File: src/rtl/if_stage.sv
// Instruction-fetch stage: owns the PC, reads imem combinationally and loads the
// IF/ID pipeline register; handles branch redirect, load-use stall, halt word and fetch counting.
module if_stage #(
  parameter logic [31:0] RESET_PC  = 32'h0000_0000,
  parameter logic [31:0] HALT_WORD = 32'hFC00_0000,
  parameter int unsigned CNT_WIDTH = 16
) (
  input  logic                 clk,
  input  logic                 reset,
  output logic [31:0]          imem_addr,
  input  logic [31:0]          imem_data,
  input  logic                 stall,
  input  logic                 branch_taken,
  input  logic [31:0]          branch_target,
  output logic [31:0]          if_id_instr,
  output logic [31:0]          if_id_pc_plus4,
  output logic                 if_id_valid,
  output logic [5:0]           if_id_opcode,
  output logic                 halted,
  output logic [CNT_WIDTH-1:0] fetch_count
);

  localparam int unsigned        WORD_W  = 32;
  localparam logic [WORD_W-1:0]  PC_STEP = WORD_W'(4);
  localparam logic [WORD_W-1:0]  ALIGN   = ~WORD_W'(3);
  localparam logic [CNT_WIDTH-1:0] CNT_MAX = '1;

  typedef enum logic [0:0] {
    ST_RUN  = 1'b0,
    ST_HALT = 1'b1
  } state_e;

  state_e               state_q, state_d;
  logic [WORD_W-1:0]    pc_q, pc_d;
  logic [WORD_W-1:0]    instr_q, instr_d;
  logic [WORD_W-1:0]    pc_plus4_q, pc_plus4_d;
  logic                 valid_q, valid_d;
  logic                 halted_q, halted_d;
  logic [CNT_WIDTH-1:0] count_q, count_d;

  logic [WORD_W-1:0]    seq_pc;
  logic [WORD_W-1:0]    redirect_pc;

  // Sequential PC wraps naturally at 2^32; redirect drops the byte offset.
  assign seq_pc      = pc_q + PC_STEP;
  assign redirect_pc = branch_target & ALIGN;

  // State and pipeline registers.
  always_ff @(posedge clk) begin
    if (reset) begin
      state_q    <= ST_RUN;
      pc_q       <= RESET_PC;
      instr_q    <= '0;
      pc_plus4_q <= '0;
      valid_q    <= 1'b0;
      halted_q   <= 1'b0;
      count_q    <= '0;
    end else begin
      state_q    <= state_d;
      pc_q       <= pc_d;
      instr_q    <= instr_d;
      pc_plus4_q <= pc_plus4_d;
      valid_q    <= valid_d;
      halted_q   <= halted_d;
      count_q    <= count_d;
    end
  end

  // Next-state logic: everything holds unless a rule below fires.
  always_comb begin
    state_d    = state_q;
    pc_d       = pc_q;
    instr_d    = instr_q;
    pc_plus4_d = pc_plus4_q;
    valid_d    = valid_q;
    halted_d   = halted_q;
    count_d    = count_q;

    case (state_q)
      ST_RUN: begin
        if (branch_taken) begin
          // Redirect wins over stall so the wrong-path word is flushed.
          pc_d       = redirect_pc;
          instr_d    = '0;
          pc_plus4_d = '0;
          valid_d    = 1'b0;
        end else if (!stall) begin
          if (imem_data == HALT_WORD) begin
            instr_d    = '0;
            pc_plus4_d = '0;
            valid_d    = 1'b0;
            halted_d   = 1'b1;
            state_d    = ST_HALT;
          end else begin
            instr_d    = imem_data;
            pc_plus4_d = seq_pc;
            valid_d    = 1'b1;
            pc_d       = seq_pc;
            if (count_q != CNT_MAX) begin
              count_d = count_q + CNT_WIDTH'(1);
            end
          end
        end
      end

      ST_HALT: begin
        // Only an older taken branch can pull fetch out of halt.
        if (branch_taken) begin
          pc_d       = redirect_pc;
          instr_d    = '0;
          pc_plus4_d = '0;
          valid_d    = 1'b0;
          halted_d   = 1'b0;
          state_d    = ST_RUN;
        end
      end

      default: begin
        state_d = ST_RUN;
      end
    endcase
  end

  assign imem_addr      = pc_q;
  assign if_id_instr    = instr_q;
  assign if_id_pc_plus4 = pc_plus4_q;
  assign if_id_valid    = valid_q;
  assign if_id_opcode   = instr_q[31:26];
  assign halted         = halted_q;
  assign fetch_count    = count_q;

endmodule

File: config.mk
export PLATFORM = sky130hd
export DESIGN_NAME = if_stage
export DESIGN_NICKNAME = d
export VERILOG_FILES = /design/src/rtl/if_stage.sv
export SDC_FILE = /design/constraint.sdc
export NUM_CORES = 1
export LEC_CHECK = 0
export BUFFER_PORTS_ARGS = -buffer_cell sky130_fd_sc_hd__buf_2
export CORE_MARGIN = 5
export CORE_UTILIZATION = 45
export DETAILED_ROUTE_END_ITERATION = 16
export PLACE_DENSITY = 0.8
export SYNTH_ARGS = -nofsm -noshare
export SYNTH_HDL_FRONTEND = slang
export SYNTH_SLANG_ARGS = --single-unit
export TNS_END_PERCENT = 30
File: constraint.sdc
create_clock -name clk -period 2 [get_ports clk]
set_input_delay 0.1 -clock clk [delete_from_list [all_inputs] [get_ports clk]]
set_output_delay 0.1 -clock clk [all_outputs]
set_load 0.005 [all_outputs]
==> impl_metrics.env, run 1 <==
export IMPL_run_status="complete, no violations"
export IMPL_synthToLayoutAreaGrowth_pct=31.1
export IMPL_root_buffer="clkbuf_16"
export IMPL_tritoncts_sink_count=112
export IMPL_cp_arrival_ns=2.15
export IMPL_crit_family="simple AND/OR/NAND/NOR gates"
export IMPL_crit_path_start_kind="flip-flop"
export IMPL_synth_top_cell_area_share=0.422
export IMPL_firstDrtPassIters=5
export IMPL_ys_seq_elements=112
export IMPL_pin_count_of_the_biggest_net_entering_global_routing=64
export IMPL_clockBufferDepth=2
export IMPL_endpoint_kind="flip-flop"
export IMPL_netlist_cell_type_count=55
export IMPL_period_share=0.937
export IMPL_dpl_cell_area_um2=6620
export IMPL_critical_path_n_buffers_inverters=1
export IMPL_clock_skew_ns=0.00742
export IMPL_synth_largest_area_cell="dfxtp_1"
export IMPL_maxUsedRoutingLayer="met4"
export IMPL_critical_path_max_stage_delay_ns=0.41
export IMPL_worst_slew_margin_rel=0.521
export IMPL_synthFlopType="dfxtp_1"
export IMPL_via_count_of_the_routed_design=5431
export IMPL_drv_cap=0
export IMPL_route_met2_wl_um=7380
export IMPL_place_port_buffers=183
export IMPL_die_h_um=119
export IMPL_die_area_um2=14100
export IMPL_worst_path_max_delay_cell="dfxtp_1"
export IMPL_rows=39
export IMPL_layout_min_cycle_time_ns=1.87
export IMPL_finalHoldViolations=0
export IMPL_wire_length_of_the_first_global_routing_pass_um=25700
export IMPL_fill_cells=1049
export IMPL_grt_residual_overflow=0
export IMPL_drt_wirelength_per_cell_um=15.9
export IMPL_drc=0
export IMPL_criticalPathCategory="flip-flop to flip-flop"
export IMPL_clk_transition_reported_paths_ns=0.07
export IMPL_die_width_um=119
export IMPL_hold_class="input port to flip-flop"
export IMPL_netlist_area_um2=5310
export IMPL_wl_met3_um=967
export IMPL_tightestPinTransition_ns=0.719
export IMPL_drv_slew=0
export IMPL_unrepaired_setup_endpoints_after_global_routing="false"
export IMPL_final_cell_area_um2=6970
export IMPL_power_density_cell_area_nw_per_um2=681
export IMPL_number_of_warnings_reported_in_the_yosys_synthesis_log=0
export IMPL_power_total_uw=4740
export IMPL_initial_core_util=0.461
export IMPL_top_cells_by_area_synth="dfxtp_1 42%, a22oi_1 8.2%, nor2_1 7.0%, xnor2_1 4.9%, a21oi_1 4.0%"
export IMPL_vias_per_cell=5.54
export IMPL_grt_antenna_before_repair=1
export IMPL_timing_fmax_mhz=534
export IMPL_vdd_ir_drop_max_v=0.000331
export IMPL_power_leakage_uw=0.00310
export IMPL_routabilityCongestion=0.852
export IMPL_global_route_usage_total=0.217
export IMPL_crit_fanout=6
export IMPL_clk_latency_ns=0.34
export IMPL_cts_inserted_buffers=9
export IMPL_ys_seq_area_frac=0.422
export IMPL_wl_met1_um=6970
export IMPL_instance_count_of_the_mapped_netlist=637
export IMPL_final_core_utilization=0.605
export IMPL_ios=188
export IMPL_cts_h_tree_lvls=3
export IMPL_area_of_the_core_region_um2=11500
export IMPL_syn_area_per_cell_um2=8.34
export IMPL_nets_final=903
export IMPL_synth_edf_count=0
export IMPL_synth_async_sr_flop_share=0
export IMPL_cp_data_required_time_ns=2.28
export IMPL_cp_cell_sequence="nand3_2 > nor4_4 > buf_4 > nand4_1 > xnor2_1 > o211ai_1 > a21oi_1"
export IMPL_final_antenna_net_count=0
export IMPL_setup_viol_count_final=0
export IMPL_wirelength_um=15600
export IMPL_number_of_global_route_vias_before_repair=5130
export IMPL_hpwl_um=11100
export IMPL_detailedRoute_firstIterationViolations=378
export IMPL_drive_gt1_frac=0.324
export IMPL_clock_tree_from_tritoncts="done"
## Yosys cell counts, types with 2 or more instances
cell and number:
buf_2 6, nor3_1 8, a21oi_1 43, a31oi_1 3, a22oi_1 58, ha_1 2
nand2b_1 11, or3_1 3, xnor2_1 30, o21ai_0 17, xor2_1 12, dfxtp_1 112
nor2_1 99, o211ai_1 10, nor4_4 3, a21o_1 3, nand4_1 10, or4_1 2
nor3b_1 3, nand4b_1 3, clkbuf_1 37, and2_1 5, buf_6 4, nand2_1 55
buf_4 9, or4_4 3, nor4_1 9, o31ai_1 5, o32ai_1 3, and4_1 8
nand3_1 29, and3_1 9
## final timing paths
check / startpoint / slack (ns) / cells after the start / end
max: imem_addr[15] / 0.13 / 7 / imem_addr[31]
min: imem_data[29] / 0.01 / 3 / if_id_instr[29]
max reg2reg: imem_addr[15] / 0.13 / 7 / imem_addr[31]
min reg2reg: if_id_valid / 0.47 / 2 / if_id_valid
## metal layers
layer / vias to the layer above / track usage
met2: 190 / 0.350
met5: - / 0
met3: 20 / 0.0415
met1: 2568 / 0.291
met4: 0 / 0.0739
li1: 2653 / -
## through the flow
step	setup slack [ns]	hold WS, ns	setup TNS [ns]	instances
floorplan	0.0793	0.248	0	638
global placement	-0.179	0.346	-3.04	960
detailed placement	-0.224	0.362	-7.30	960
CTS	0.0623	0.00201	0	980
global route	0.00620	0.00723	0	981
finish	0.126	0.0118	0	981
## tightest hold or removal path, delay by kind of cell
| family | cells | cell delay [ns] |
|---|---|---|
| AOI/OAI and AO/OA | 1 | 0.06 |
| and+or+nand+nor | 1 | 0.07 |
| buffers and inverters | 1 | 0.09 |
## cells in the final DEF, fill, tap and decap left out, types with 10 or more instances in the layout
cell,n
a21oi_1,42
a22oi_1,58
buf_2,182
buf_4,48
dfxtp_1,111
nand2_1,55
nand2b_1,11
nand3_1,27
nand4_1,10
nor2_1,98
o211ai_1,10
o21ai_0,17
xnor2_1,30
xor2_1,12
## sequential cells by signal (all words and copies together), names as in the netlist
name	count
imem_addr	30
state_q	1
halted	1
fetch_count	16
if_id_pc_plus4	31
if_id_instr	32
if_id_valid	1
## logic make-up after synthesis
group                    count (synthesis)  share of synthesized area
AND/OR/NAND/NOR                        269                      0.256
AO/OA/AOI/OAI                          153                      0.193
flip-flops                             112                      0.422
buffers and inverters                   58                     0.0546
XOR/XNOR                                42                     0.0692
adder cells (fa/ha/maj)                  2                    0.00471
other                                    1                   0.000706
## where the power goes
part | internal (uW) | leakage [uW] | total, uW | switching [uW]
sequential | 2320 | 0.000915 | 2380 | 65.3
clock | 904 | 0.000134 | 1690 | 782
combinational | 310 | 0.00205 | 671 | 361
total | 3530 | 0.00310 | 4740 | 1210
## layout make-up
class                           instances  area (um^2)  area share
Multi-Input combinational cell        468         2820       0.405
Sequential cell                       112         2240       0.322
Timing Repair Buffer                  241         1440       0.207
Clock buffer                           12          256      0.0368
Tap cell                              143          179      0.0257
Clock inverter                          3         17.5     0.00251
Inverter                                1         3.75    0.000539
Antenna cell                            1         2.50    0.000359
## timing repair
action | 4_1_cts | 5_1_grt
endpoints found under the hold margin | 4 | 0
gates resized for setup | 0 | 5
hold buffers | 4 | 0
pin swaps | 1 | 1
buffers inserted | 1 | 0
setup endpoints to repair | 2 | 17
Power figures use the tool's default switching activity.
==> run 2, diff against run 1 <==
--- a/config.mk
+++ b/config.mk
@@ -7,9 +7,11 @@
 export LEC_CHECK = 0
 export BUFFER_PORTS_ARGS = -buffer_cell sky130_fd_sc_hd__buf_2
 export CORE_MARGIN = 5
-export CORE_UTILIZATION = 45
+export CORE_UTILIZATION = 51
 export DETAILED_ROUTE_END_ITERATION = 16
-export PLACE_DENSITY = 0.8
+export HOLD_SLACK_MARGIN = 0.1
+export PLACE_DENSITY = 0.86
+export SLEW_MARGIN = 20
 export SYNTH_ARGS = -nofsm -noshare
 export SYNTH_HDL_FRONTEND = slang
 export SYNTH_SLANG_ARGS = --single-unit
==> constraint.sdc (replaced) <==
create_clock -name clk -period 2.35 [get_ports clk]
set_input_delay 0.1175 -clock clk [delete_from_list [all_inputs] [get_ports clk]]
set_output_delay 0.1175 -clock clk [all_outputs]
set_load 0.005 [all_outputs]
==> impl_metrics.env, run 2 (synthesized netlist as in run 1, its figures left out) <==
export IMPL_finalHoldViolations=0
export IMPL_vias_per_cell=5.72
export IMPL_wirelength_um=16800
export IMPL_endpoint_kind="flip-flop"
export IMPL_cts_h_tree_lvls=3
export IMPL_drt_wirelength_per_cell_um=17.1
export IMPL_min_delay_path_depth=3
export IMPL_dp_worst_setup_slack_ns=0.0729
export IMPL_tightestPinTransition_ns=0.808
export IMPL_synthToLayoutAreaGrowth_pct=32.0
export IMPL_layout_min_cycle_time_ns=2.26
export IMPL_timing_fmax_mhz=443
export IMPL_root_buffer="clkbuf_8"
export IMPL_wire_length_of_the_first_global_routing_pass_um=26700
export IMPL_initial_core_util=0.519
export IMPL_grt_residual_overflow=0
export IMPL_cp_arrival_ns=2.52
export IMPL_layout_cells_most_common="buf_2"
export IMPL_drv_slew=0
export IMPL_clock_tree_from_tritoncts="done"
export IMPL_setup_reg_to_reg_worst_slack_ns=0.16
export IMPL_setup_ws_ns=0.0905
export IMPL_critical_path_max_stage_delay_ns=0.59
export IMPL_worst_slew_margin_rel=0.462
export IMPL_via_count_of_the_routed_design=5616
export IMPL_ios=188
export IMPL_power_density_cell_area_nw_per_um2=528
export IMPL_setup_viol_count_final=0
export IMPL_drive_gt1_frac=0.287
export IMPL_firstDrtPassIters=5
export IMPL_routabilityCongestion=0.833
export IMPL_number_of_global_route_vias_before_repair=5532
export IMPL_clk_transition_reported_paths_ns=0.11
export IMPL_largest_reg_flops=32
export IMPL_critical_path_reg2reg_startpoint="imem_addr[10]"
export IMPL_crit_path_start_kind="input port"
export IMPL_power_leakage_uw=0.00306
export IMPL_clock_skew_ns=0.0192
export IMPL_tritoncts_sink_count=112
export IMPL_hold_class="input port to flip-flop"
export IMPL_period_share=0.961
export IMPL_drc=0
export IMPL_global_route_usage_total=0.254
export IMPL_clockBufferDepth=2
export IMPL_drv_cap=0
export IMPL_cp_cell_sequence="dlygate4sd3_1 > buf_2 > or4_4 > or4_4 > o21ai_4 > buf_12 > buf_4 > nor2_1 > a21oi_1 > nor2_1"
export IMPL_die_width_um=112
export IMPL_rows=37
export IMPL_area_of_the_core_region_um2=10200
export IMPL_detailedRoute_firstIterationViolations=528
export IMPL_antenna_cells_inserted=0
export IMPL_place_port_buffers=183
export IMPL_unrepaired_setup_endpoints_after_global_routing="false"
export IMPL_critical_path_n_buffers_inverters=4
export IMPL_setup_total_negative_slack_ns=0
export IMPL_worst_r2r_endpoint="imem_addr[31]"
export IMPL_final_antenna_net_count=0
export IMPL_die_area_um2=12600
export IMPL_worst_r2r_cell_count=7
export IMPL_cts_inserted_buffers=9
export IMPL_worst_path_max_delay_cell="or4_4"
export IMPL_crit_family="simple AND/OR/NAND/NOR gates"
export IMPL_nets_final=911
export IMPL_worstHoldEndpoint="imem_addr[5]"
export IMPL_pin_count_of_the_biggest_net_entering_global_routing=77
export IMPL_hold_sp="branch_target[5]"
export IMPL_grt_antenna_before_repair=0
export IMPL_crit_fanout=12
export IMPL_final_cell_mix="182 x buf_2, 112 x dfxtp_1, 98 x nor2_1"
export IMPL_vdd_ir_drop_max_v=0.000402
export IMPL_criticalPathCategory="input port to flip-flop"
export IMPL_hpwl_um=11100
export IMPL_run_status="complete, no violations"
export IMPL_clk_latency_ns=0.37
export IMPL_die_h_um=112
export IMPL_cp_data_required_time_ns=2.61
## run 2: cell count changes in the layout (fill, tap and decap cells not counted), moves of 2 or more
cell,change
dlygate4sd3_1,+39
clkinv_4,+4
nor4_2,+2
nand3_2,-2
nor4_1,-2
clkbuf_16,-9
clkbuf_8,+7
buf_4,-30
nand3_1,+2
## run 2: worst max path at each step
stage                     slack, ns          start            endpoint  depth (start not counted)
after floorplan                0.21   imem_addr[2]       imem_addr[30]                          8
after global placement         0.12  imem_data[16]  if_id_pc_plus4[15]                          8
after detailed placement       0.07  imem_data[16]   if_id_pc_plus4[6]                          8
after CTS                      0.02  imem_data[20]   if_id_pc_plus4[6]                          9
after global routing          0.002  imem_addr[10]       imem_addr[31]                          7
final                          0.09  imem_data[23]   if_id_pc_plus4[6]                         10
## run 2: through the flow
stage | power, uW | hold slack, ns | util | instance area [um^2] | std cells
2_1_floorplan | 2370 | 0.266 | - | 5320 | 638
3_3_place_gp | 2570 | 0.365 | 0.620 | 6350 | 921
3_5_place_dp | 2590 | 0.381 | 0.620 | 6350 | 921
4_1_cts | 3700 | 0.103 | 0.680 | 6960 | 980
5_1_grt | 3870 | 0.106 | 0.685 | 7010 | 982
6_report | 3710 | 0.113 | 0.685 | 7010 | 982
## run 2: routing by layer
layer / wire [um] / track usage / part of all wire / up-vias
met4: 447 / 0.0962 / 0.027 / 0
li1: - / - / - / 2668
met3: 1230 / 0.0420 / 0.073 / 41
met1: 6660 / 0.309 / 0.40 / 2618
met5: 0 / 0 / 0 / -
met2: 8450 / 0.450 / 0.50 / 289
## run 2: where the power goes
part           switching, uW  leakage, uW  total [uW]  internal [uW]
registers               78.4     0.000915        2050           1970
logic                    300      0.00206         577            277
clock network            680    0.0000898        1080            396
## run 2: worst register-to-register path, stage by stage (launching register included)
cell and delay, ns:
dfxtp_1 0.48, nand4_1 0.35, nor4_4 0.35, buf_4 0.21
nand4_1 0.20, xnor2_1 0.21, o211ai_1 0.17, a21oi_1 0.08
## run 2: repair_timing
action	in CTS	in global routing
hold endpoints to repair	42	0
resized for setup	0	6
hold buffers	43	0
endpoints found under the setup margin	0	55
setup buffers	0	1
## run 2: cell type report
type,instances,area (um^2)
Clock inverter,7,56.3
Inverter,1,3.75
Fill cell,817,3220
Multi-Input combinational cell,469,2840
Timing Repair Buffer,248,1580
Clock buffer,9,124
Sequential cell,112,2240
Tap cell,136,170
==> run 3, diff against run 2 <==
--- a/config.mk
+++ b/config.mk
@@ -11,6 +11,7 @@
 export DETAILED_ROUTE_END_ITERATION = 16
 export HOLD_SLACK_MARGIN = 0.1
 export PLACE_DENSITY = 0.86
+export RECOVER_POWER = 100
 export SLEW_MARGIN = 20
 export SYNTH_ARGS = -nofsm -noshare
 export SYNTH_HDL_FRONTEND = slang
==> impl_metrics.env, run 3 (synthesized netlist as in run 1, its figures left out) <==
export IMPL_run_status="complete, no violations"
export IMPL_critPathCapture="if_id_pc_plus4[6]"
export IMPL_pin_count_of_the_biggest_net_entering_global_routing=77
export IMPL_critical_path_reg2reg_startpoint="imem_addr[10]"
export IMPL_cp_arrival_ns=2.51
export IMPL_drv_slew=0
export IMPL_clock_skew_ns=0.0173
export IMPL_final_cell_area_um2=6910
export IMPL_wirelength_um=16800
export IMPL_endpoint_kind="flip-flop"
export IMPL_layout_min_cycle_time_ns=2.25
export IMPL_cp_data_required_time_ns=2.61
export IMPL_cts_h_tree_lvls=3
export IMPL_multiInputGateArea_um2=2840
export IMPL_clk_transition_reported_paths_ns=0.10
export IMPL_setup_total_negative_slack_ns=0
export IMPL_number_of_global_route_vias_before_repair=5532
export IMPL_power_switching_fraction=0.287
export IMPL_detailedRoute_firstIterationViolations=540
export IMPL_crit_path_start_kind="input port"
export IMPL_setup_viol_count_final=0
export IMPL_hold_class="input port to flip-flop"
export IMPL_die_area_um2=12600
export IMPL_finalHoldViolations=0
export IMPL_grt_residual_overflow=0
export IMPL_final_cell_mix="112 x dfxtp_1, 112 x buf_2, 98 x nor2_1"
export IMPL_largest_reg_flops=32
export IMPL_power_leakage_uw=0.00276
export IMPL_crit_fanout=12
export IMPL_ff_latch_area_um2=2240
export IMPL_initial_core_util=0.519
export IMPL_fill_cells=865
export IMPL_setup_reg_to_reg_worst_slack_ns=0.16
export IMPL_drt_wirelength_per_cell_um=17.1
export IMPL_hpwl_um=11100
export IMPL_switching_power_uw=1060
export IMPL_antenna_cells_inserted=0
export IMPL_tightestPinTransition_ns=0.801
export IMPL_global_route_usage_total=0.254
export IMPL_clk_latency_ns=0.37
export IMPL_drc=0
export IMPL_power_density_cell_area_nw_per_um2=534
export IMPL_tritoncts_sink_count=112
export IMPL_timing_fmax_mhz=444
export IMPL_cell_int_power_uw=2630
export IMPL_vias_per_cell=5.74
export IMPL_worst_slew_margin_rel=0.466
export IMPL_clockBufferDepth=2
export IMPL_cts_inserted_buffers=9
export IMPL_wire_length_of_the_first_global_routing_pass_um=26700
export IMPL_clock_power_share=0.292
export IMPL_ios=188
export IMPL_vdd_ir_drop_max_v=0.000401
export IMPL_final_antenna_net_count=0
export IMPL_root_buffer="clkbuf_8"
export IMPL_period_share=0.959
export IMPL_worst_r2r_endpoint="imem_addr[31]"
export IMPL_unrepaired_setup_endpoints_after_global_routing="false"
export IMPL_criticalPathCategory="input port to flip-flop"
export IMPL_firstDrtPassIters=5
export IMPL_power_share_sequential=0.556
export IMPL_area_of_the_core_region_um2=10200
export IMPL_grt_antenna_before_repair=0
export IMPL_synthToLayoutAreaGrowth_pct=30.0
export IMPL_clock_tree_from_tritoncts="done"
export IMPL_routabilityCongestion=0.833
export IMPL_nets_final=911
export IMPL_worst_r2r_cell_count=7
export IMPL_dpl_cell_area_um2=6350
export IMPL_drive_gt1_frac=0.200
export IMPL_place_port_buffers=183
export IMPL_rows=37
export IMPL_die_width_um=112
export IMPL_critPathLaunch="imem_data[23]"
export IMPL_drv_cap=0
export IMPL_die_h_um=112
export IMPL_via_count_of_the_routed_design=5635
export IMPL_combinationalPowerShare=0.152
[run 3: changes by cell type in the layout (fill, tap and decap cells not counted), sizes merged]
cell	change
clkbuf	+74
buf	-74
[run 3: area by class of cell]
type                       instances  share of cell area
tap                              136              0.0246
clock buffer                       9              0.0179
clock inverter                     7             0.00815
timing repair buffer             248               0.213
sequential                       112               0.324
inverter                           1            0.000543
multi-input combinational        469               0.411
[run 3: worst min-delay path by stage]
stage / from / end / depth (start not counted)
global route: branch_target[5] / imem_addr[5] / 3
floorplan: imem_data[0] / if_id_instr[0] / 2
detailed placement: imem_data[4] / if_id_instr[4] / 3
CTS: branch_target[8] / imem_addr[8] / 5
finish: branch_target[4] / imem_addr[4] / 5
global placement: imem_data[24] / if_id_instr[24] / 3
[run 3: worst max-delay path: stages]
cell and delay, ns:
dlygate4sd3_1 0.54, clkbuf_1 0.12, or4_4 0.44, or4_4 0.59, o21ai_4 0.18, buf_12 0.15, buf_4 0.12, nor2_1 0.05
a21oi_1 0.14, nor2_1 0.06
[run 3: per-stage QoR]
stage | hold WS (ns) | utilization | worst slack (ns) | power (uW) | cells
3_5_place_dp | 0.381 | 0.620 | 0.0729 | 2590 | 921
6_report | 0.125 | 0.675 | 0.0961 | 3690 | 982
2_1_floorplan | 0.266 | - | 0.212 | 2370 | 638
4_1_cts | 0.103 | 0.680 | 0.0165 | 3700 | 980
5_1_grt | 0.106 | 0.675 | 0.00149 | 3860 | 982
3_3_place_gp | 0.365 | 0.620 | 0.118 | 2570 | 921
[run 3: layer usage]
layer | GRT usage | up-vias | wire [um]
met3 | 0.0420 | 46 | 1160
met1 | 0.309 | 2631 | 6690
met5 | 0 | - | 0
li1 | - | 2665 | -
met2 | 0.450 | 293 | 8460
met4 | 0.0962 | 0 | 475
[run 3: repair_timing]
item / in CTS / in global routing
endpoints found under the hold margin: 42 / 0
setup endpoints to repair: 0 / 55
gates resized for setup: 0 / 6
buffers inserted: 0 / 1
hold buffers: 43 / 0
[run 3: power groups by stage]
| stage | clock network, uW | logic, uW | registers, uW |
|---|---|---|---|
| floorplan | 0 | 280 | 2090 |
| global placement | 0 | 488 | 2080 |
| detailed placement | 0 | 503 | 2090 |
| CTS | 1090 | 560 | 2050 |
| global route | 1180 | 616 | 2070 |
| finish | 1080 | 561 | 2050 |
